===== src/rtl/note_envelope.sv =====
// rtl/note_envelope.sv - attack/release gain stage for note samples; optional release ramp via NOTE_ENVELOPE_RELEASE_EN
module note_envelope #(
   parameter int GAIN_BITS    = 8,
   parameter int ATTACK_STEP  = 8,
   parameter int RELEASE_STEP = 4
) (
   input  logic                  clk,
   input  logic                  reset,
   input  logic                  play_enable,
   input  logic                  note_start,
   input  logic                  note_end,
   input  logic signed [15:0]    sample_in,
   input  logic                  sample_in_ready,
   output logic signed [15:0]    sample_out,
   output logic                  sample_out_ready,
   output logic [GAIN_BITS:0]    gain
);

   typedef enum logic [1:0] {
      IDLE    = 2'd0,
      ATTACK  = 2'd1,
      SUSTAIN = 2'd2,
      RELEASE = 2'd3
   } state_t;

   localparam int PW = 16 + GAIN_BITS + 2;
   localparam logic [GAIN_BITS+1:0] UNITY_W = (GAIN_BITS+2)'(1 << GAIN_BITS);
   localparam logic [GAIN_BITS:0]   UNITY   = (GAIN_BITS+1)'(1 << GAIN_BITS);
   localparam logic [GAIN_BITS+1:0] ATK_W   = (GAIN_BITS+2)'(ATTACK_STEP);
`ifdef NOTE_ENVELOPE_RELEASE_EN
   localparam logic [GAIN_BITS:0]   REL     = (GAIN_BITS+1)'(RELEASE_STEP);
`endif

   state_t                state_q, state_d;
   logic [GAIN_BITS:0]    gain_q, gain_d;
   logic [GAIN_BITS+1:0]  attack_sum;
   logic signed [PW-1:0]  sample_ext, gain_ext, product, shifted;
   logic signed [15:0]    scaled;
   logic                  unused_bits;

   // Scale by the gain held before this cycle's step; the shift floors toward -inf
   always_comb begin
      sample_ext = PW'(sample_in);
      gain_ext   = PW'(gain_q);
      product    = sample_ext * gain_ext;
      shifted    = product >>> GAIN_BITS;
      scaled     = shifted[15:0];
   end

`ifdef NOTE_ENVELOPE_RELEASE_EN
   assign unused_bits = ^{shifted[PW-1:16]};
`else
   assign unused_bits = ^{shifted[PW-1:16], (RELEASE_STEP != 0)};
`endif

   // Next state and gain: note strobes first, then one step chosen by the resulting state
   always_comb begin
      state_d    = state_q;
      gain_d     = gain_q;
      attack_sum = {1'b0, gain_q} + ATK_W;
      if (note_start) begin
         state_d = ATTACK;
      end else if (note_end && (state_q == ATTACK || state_q == SUSTAIN)) begin
`ifdef NOTE_ENVELOPE_RELEASE_EN
         state_d = RELEASE;
`else
         state_d = IDLE;
         gain_d  = '0;
`endif
      end
      if (sample_in_ready && play_enable) begin
         case (state_d)
            ATTACK: begin
               if (attack_sum >= UNITY_W) begin
                  gain_d  = UNITY;
                  state_d = SUSTAIN;
               end else begin
                  gain_d = attack_sum[GAIN_BITS:0];
               end
            end
`ifdef NOTE_ENVELOPE_RELEASE_EN
            RELEASE: begin
               if (gain_q <= REL) begin
                  gain_d  = '0;
                  state_d = IDLE;
               end else begin
                  gain_d = gain_q - REL;
               end
            end
`endif
            default: begin
            end
         endcase
      end
   end

   // State, gain and registered output sample
   always_ff @(posedge clk) begin
      if (reset) begin
         state_q          <= IDLE;
         gain_q           <= '0;
         sample_out       <= '0;
         sample_out_ready <= 1'b0;
      end else begin
         state_q          <= state_d;
         gain_q           <= gain_d;
         sample_out_ready <= sample_in_ready;
         if (sample_in_ready) begin
            sample_out <= scaled;
         end
      end
   end

   assign gain = gain_q;

endmodule

===== config.mk =====
export PLATFORM = sky130hd
export DESIGN_NAME = note_envelope
export DESIGN_NICKNAME = d
export VERILOG_FILES = /design/src/rtl/note_envelope.sv
export SDC_FILE = /design/constraint.sdc
export NUM_CORES = 1
export LEC_CHECK = 0
export ABC_CLOCK_PERIOD_IN_PS = 9700
export BUFFER_PORTS_ARGS = -buffer_cell sky130_fd_sc_hd__buf_4
export CAP_MARGIN = 25
export CORE_UTILIZATION = 60
export DETAILED_ROUTE_END_ITERATION = 10
export HOLD_SLACK_MARGIN = 0.08
export PLACE_DENSITY = 0.9
export SETUP_SLACK_MARGIN = 0.4
export SYNTH_ARGS = -nofsm -noshare
export SYNTH_HDL_FRONTEND = slang
export SYNTH_SLANG_ARGS = --single-unit

===== constraint.sdc =====
create_clock -name clk -period 9.7 [get_ports clk]
set_clock_uncertainty 0.15 [all_clocks]
set_input_delay 0.97 -clock clk [delete_from_list [all_inputs] [get_ports clk]]
set_output_delay 0.97 -clock clk [all_outputs]
set_load 0.03 [all_outputs]

* After elaboration in Yosys (flattened, before gate mapping)
Cells that the tools add are included.
Operators by class: mux-type cells 10, magnitude comparators 1, equality and inequality tests 3, add/subtract/negate cells 1, multiply operators 1, reduce and logical (&&, ||, !) cells 3
Operators with widths (count):
- two-way mux 9 bit | 5
- multiplier 16 x 10 -> 24 bit | 1
- adder 9 x 4 -> 10 bit, second input constant | 1
- >= comparator 10 x 9 -> 1 bit, second input constant | 1
- two-way mux 2 bit | 5
- equality test 2 x 1 -> 1 bit, second input constant | 2
- equality test 2 bit, second input constant | 1
- logical AND 1 bit | 2
- logical OR 1 bit | 1
Word-level totals: output and inout port bits 26, bits in registers 28, bits of input ports 22, logic and storage cells 23

* Depth between registers and ports, before layout
depth in word-level cells 8, mapped depth 21, mapped depth without buffers 19

* Worst setup path before layout
OpenSTA, ideal clock, no wires.
path kind input to register, start input sample_in[7], end register sample_out[12], path buffers 1, library setup time 120 ps, slack 3808 ps, data arrival time 5623 ps, cell stages on the path 18, path through clkbuf_1 > nand2_1 > fa_1 > inv_1 > fa_1 > fa_1 > fa_1 > inv_1 > fa_1 > inv_1 > ha_1 > a21o_1 > a21o_1 > a22o_4 > nor3_4 > a31oi_4 > a21o_2 > a211o_1
Between the ends: word-level cells in the longest chain between the ends 1
RTL lines:
- from (decl) | line 12 | input logic signed [15:0] sample_in,
- multiplier 16 x 10 -> 24 bit | line 45 | product = sample_ext * gain_ext;
- to (signal assigned) | line 109 | sample_out <= scaled;
- to (decl) | line 14 | output logic signed [15:0] sample_out,
No other way between the ends. A chain may end at the register's enable or synchronous reset.

* Worst setup path after layout
start register gain_q[3], in the netlist gain[3], end register sample_out[12]
Between the ends: word-level cells in the longest chain between the ends 1
RTL lines:
- from (decl) | line 35 | logic [GAIN_BITS:0] gain_q, gain_d;
- from (signal assigned) | line 106 | gain_q <= gain_d;
- multiplier 16 x 10 -> 24 bit | line 45
No other way between the ends.

==> run_summary.xml <==
<?xml version="1.0" encoding="UTF-8"?>
<metrics>
  <group name="status">
    <metric name="result_of_the_run" unit="">finished clean</metric>
  </group>
  <group name="power">
    <metric name="total_power_divided_by_cell_area" unit="nW/µm²">38.8</metric>
    <metric name="p_leak" unit="nW">3.44</metric>
    <metric name="fin_total_pwr" unit="mW">0.249</metric>
    <metric name="vdd_drop_max" unit="V">0.0000540</metric>
  </group>
  <group name="logic_synthesis">
    <metric name="synth_nets" unit="">857</metric>
    <metric name="postSynthAreaPerCell" unit="µm²">8.88</metric>
    <metric name="synth_top_area_share" unit="">0.383</metric>
    <metric name="synthCells" unit="">670</metric>
    <metric name="synth-compound-area-share" unit="">0.0793</metric>
    <metric name="ys_seq_elements" unit="">28</metric>
    <metric name="async_flop_share" unit="">0</metric>
    <metric name="synth_seq_area_share" unit="">0.0942</metric>
    <metric name="netlist_top_cells_area" unit="">fa_1 38%, ha_1 11%, dfxtp_1 9.4%</metric>
    <metric name="yosys.area_share.simple" unit="">0.188</metric>
    <metric name="ys_warns" unit="">0</metric>
    <metric name="synth-adder-area-share" unit="">0.491</metric>
    <metric name="synthDistinctLibCells" unit="">55</metric>
    <metric name="cell_taking_the_most_area_after_synthesis" unit="">fa_1</metric>
    <metric name="count_of_flip_flops_with_a_built_in_enable_after_synthesis" unit="">0</metric>
    <metric name="synth_common_cells" unit="">139 x inv_1, 114 x fa_1, 98 x nand2_1, 71 x and2_1, 51 x ha_1</metric>
    <metric name="yosys.area_share.xor_xnor" unit="">0.0353</metric>
    <metric name="synth_mux_area_frac" unit="">0.00673</metric>
    <metric name="most_frequent_cell_after_synthesis" unit="">inv_1</metric>
    <metric name="syn-cell-area" unit="µm²">5950</metric>
    <metric name="synth_top_family_by_area" unit="">adder cells</metric>
    <metric name="ys.flop_type" unit="">dfxtp_1</metric>
  </group>
  <group name="worst_setup_path">
    <metric name="r2r_cells" unit="">17</metric>
    <metric name="critical_path_start_end_classification" unit="">reg2reg</metric>
    <metric name="r2r_start" unit="">gain[3]</metric>
    <metric name="cp_endpoint_kind" unit="">flop</metric>
    <metric name="worst_setup_path_start_kind" unit="">flop</metric>
    <metric name="worst_path_required" unit="ns">9.78</metric>
    <metric name="timing.rr.end" unit="">sample_out[12]</metric>
    <metric name="crit_fanout" unit="">21</metric>
    <metric name="worstPathArrival" unit="ns">6.08</metric>
    <metric name="timing.reg2reg.setup_slack" unit="ns">3.70</metric>
  </group>
  <group name="placed_design">
    <metric name="dp_hpwl" unit="µm">11000</metric>
    <metric name="gp_routability_congestion" unit="">0.837</metric>
    <metric name="placed_cells_incl_taps" unit="">819</metric>
    <metric name="placedInstanceArea" unit="µm²">6370</metric>
    <metric name="placement.setup.worst_slack" unit="ns">3.61</metric>
    <metric name="placement.io_buffers" unit="">47</metric>
  </group>
  <group name="min_path">
    <metric name="worstHoldEndpoint" unit="">sample_out[15]</metric>
    <metric name="timing.hold.worst.class" unit="">reg2reg</metric>
    <metric name="whs_path_depth" unit="">2</metric>
    <metric name="worst_hold_startpoint" unit="">sample_out[15]</metric>
  </group>
  <group name="run">
    <metric name="number_of_violations_of_the_max_capacitance_limit" unit="">0</metric>
  </group>
  <group name="grt">
    <metric name="met2_usage" unit="">0.548</metric>
    <metric name="antenna_found_initial" unit="">0</metric>
    <metric name="groute.layer.met3.usage" unit="">0.0449</metric>
    <metric name="globalRoute.busiestLayer" unit="">met2</metric>
    <metric name="grt_use_total" unit="">0.299</metric>
    <metric name="first_global_vias" unit="">5155</metric>
    <metric name="grt_max_degree" unit="">25</metric>
    <metric name="gr_util_met1" unit="">0.351</metric>
    <metric name="grt_pass1_wl" unit="µm">23800</metric>
    <metric name="gr-total-overflow" unit="">0</metric>
  </group>
  <group name="timing">
    <metric name="final-max-slew-violation-count" unit="">0</metric>
    <metric name="timing.final.crit_period" unit="ns">6.00</metric>
    <metric name="setup_viol" unit="">0</metric>
    <metric name="fmax" unit="GHz">0.167</metric>
    <metric name="fin_crit_sh" unit="">0.618</metric>
    <metric name="max-slew-margin-rel" unit="">0.335</metric>
    <metric name="final.setup.worst_slack" unit="ns">3.70</metric>
    <metric name="timing_worst_slew_pin_value" unit="ns">0.996</metric>
    <metric name="timing_hold_violations_final" unit="">0</metric>
    <metric name="timing.setup.tns" unit="ns">0</metric>
    <metric name="unrepaired_setup_endpoints_after_global_routing" unit="">false</metric>
  </group>
  <group name="layout">
    <metric name="syn2layout_area_growth" unit="%">7.65</metric>
    <metric name="n_antenna_cell" unit="">0</metric>
    <metric name="stdcell_area" unit="µm²">6410</metric>
    <metric name="post_route_cells_drive_above_1_share" unit="">0.0981</metric>
    <metric name="fin_cells" unit="">822</metric>
    <metric name="num-nets-final" unit="">882</metric>
  </group>
  <group name="clock_tree">
    <metric name="numClockSinks" unit="">28</metric>
    <metric name="ctsLongestPathBuffers" unit="">2</metric>
    <metric name="cts_buffers" unit="">3</metric>
    <metric name="clock-root-buffer" unit="">clkbuf_8</metric>
    <metric name="cts.clk_slew.worst_paths" unit="ns">0.09</metric>
    <metric name="worstSkewPairLatency" unit="ns">0.28</metric>
    <metric name="cts-htree-levels" unit="">1</metric>
    <metric name="cts_setup_buffers" unit="">0</metric>
    <metric name="cts-resized-gates" unit="">0</metric>
    <metric name="cts_tree" unit="">built</metric>
    <metric name="cts_hold_repair.buffers" unit="">0</metric>
  </group>
  <group name="route">
    <metric name="via_count" unit="">4588</metric>
    <metric name="finalWirelength" unit="µm">13500</metric>
    <metric name="post-route-drc-count" unit="">0</metric>
    <metric name="drt-wirelength-per-cell" unit="µm">16.5</metric>
    <metric name="route.detailed.vias_per_inst" unit="">5.58</metric>
    <metric name="firstDrtPassIters" unit="">5</metric>
    <metric name="drtIter0Drc" unit="">215</metric>
    <metric name="drtAntennaViolNets" unit="">0</metric>
  </group>
  <group name="floorplanning">
    <metric name="num_io_pins" unit="">48</metric>
    <metric name="die_area" unit="µm²">10300</metric>
    <metric name="die_width" unit="µm">102</metric>
    <metric name="die_y" unit="µm">102</metric>
    <metric name="coreArea" unit="µm²">9420</metric>
    <metric name="fp-row-count" unit="">35</metric>
    <metric name="initial_utilization" unit="">0.632</metric>
  </group>
</metrics>
-- through the flow --
| step | util | hold WS [ns] |
|---|---|---|
| floorplan | - | 0.361 |
| global placement | 0.676 | 0.315 |
| detailed placement | 0.676 | 0.317 |
| CTS | 0.681 | 0.332 |
| global route | 0.681 | 0.346 |
| finish | 0.681 | 0.335 |
-- worst max-delay path: stages (launching register included) --
cell       delay, ns
dfxtp_1         0.98
nand2_1         0.16
fa_1            0.54
inv_1           0.06
fa_1            0.48
fa_1            0.51
fa_1            0.54
inv_1           0.07
fa_1            0.50
inv_1           0.05
ha_1            0.35
a211o_1         0.28
a21oi_1         0.29
nand2_1         0.09
a21oi_1         0.26
a31oi_4         0.08
a2111oi_2       0.40
a211o_1         0.14
-- kinds of logic after synthesis --
logic type      Yosys count
compound gates           60
xor+xnor                 24
fa+ha+maj               165
buf+inv                 167
flops                    28
mux                       4
simple gates            222
-- report_power, final --
group / internal [mW] / total, mW / switching, mW
combinational: 0.0248 / 0.0643 / 0.0395
clock: 0.0280 / 0.0635 / 0.0356
sequential: 0.117 / 0.121 / 0.00346
-- worst max-delay path by stage --
stage,startpoint,to,slack [ns]
4_1_cts,gain[3],sample_out[12],3.74
2_1_floorplan,sample_in[7],sample_out[12],3.81
5_1_grt,gain[3],sample_out[8],3.44
6_report,gain[3],sample_out[12],3.70
3_5_place_dp,sample_in[14],sample_out[12],3.61
3_3_place_gp,sample_in[9],sample_out[12],3.74
-- area by class of cell --
class	count	area, µm²
Clock buffer	3	41.3
Fill cell	744	3010
Inverter	139	522
Multi-Input combinational cell	475	4760
Sequential cell	28	561
Tap cell	129	161
Timing Repair Buffer	48	360
-- registers in the layout, indices dropped and copies added (netlist names) --
signal,count
sample_out,16
gain,9
state_q,2
sample_out_ready,1
-- layer usage --
metal,share of wire,wire (µm)
met2,0.53,7130
met5,0,0
met3,0.059,794
met1,0.38,5140
met4,0.035,471
-- cell usage in the layout (no fill, tap or decap), drive strengths merged, types with 2 or more instances in the layout --
master,count
inv,139
fa,114
nand2,99
and2,71
ha,51
buf,48
dfxtp,28
xnor2,19
nor2,18
a21oi,15
o21ai,13
nor3b,7
nand2b,7
nand3,5
xor2,5
mux2i,4
a21o,4
o22ai,3
o21bai,3
clkbuf,3
a211o,3
or3,3
nor3,3
a211oi,3
a32o,2
or2,2
and3,2
a32oi,2
a22o,2
(Power assumes the default switching activity.)
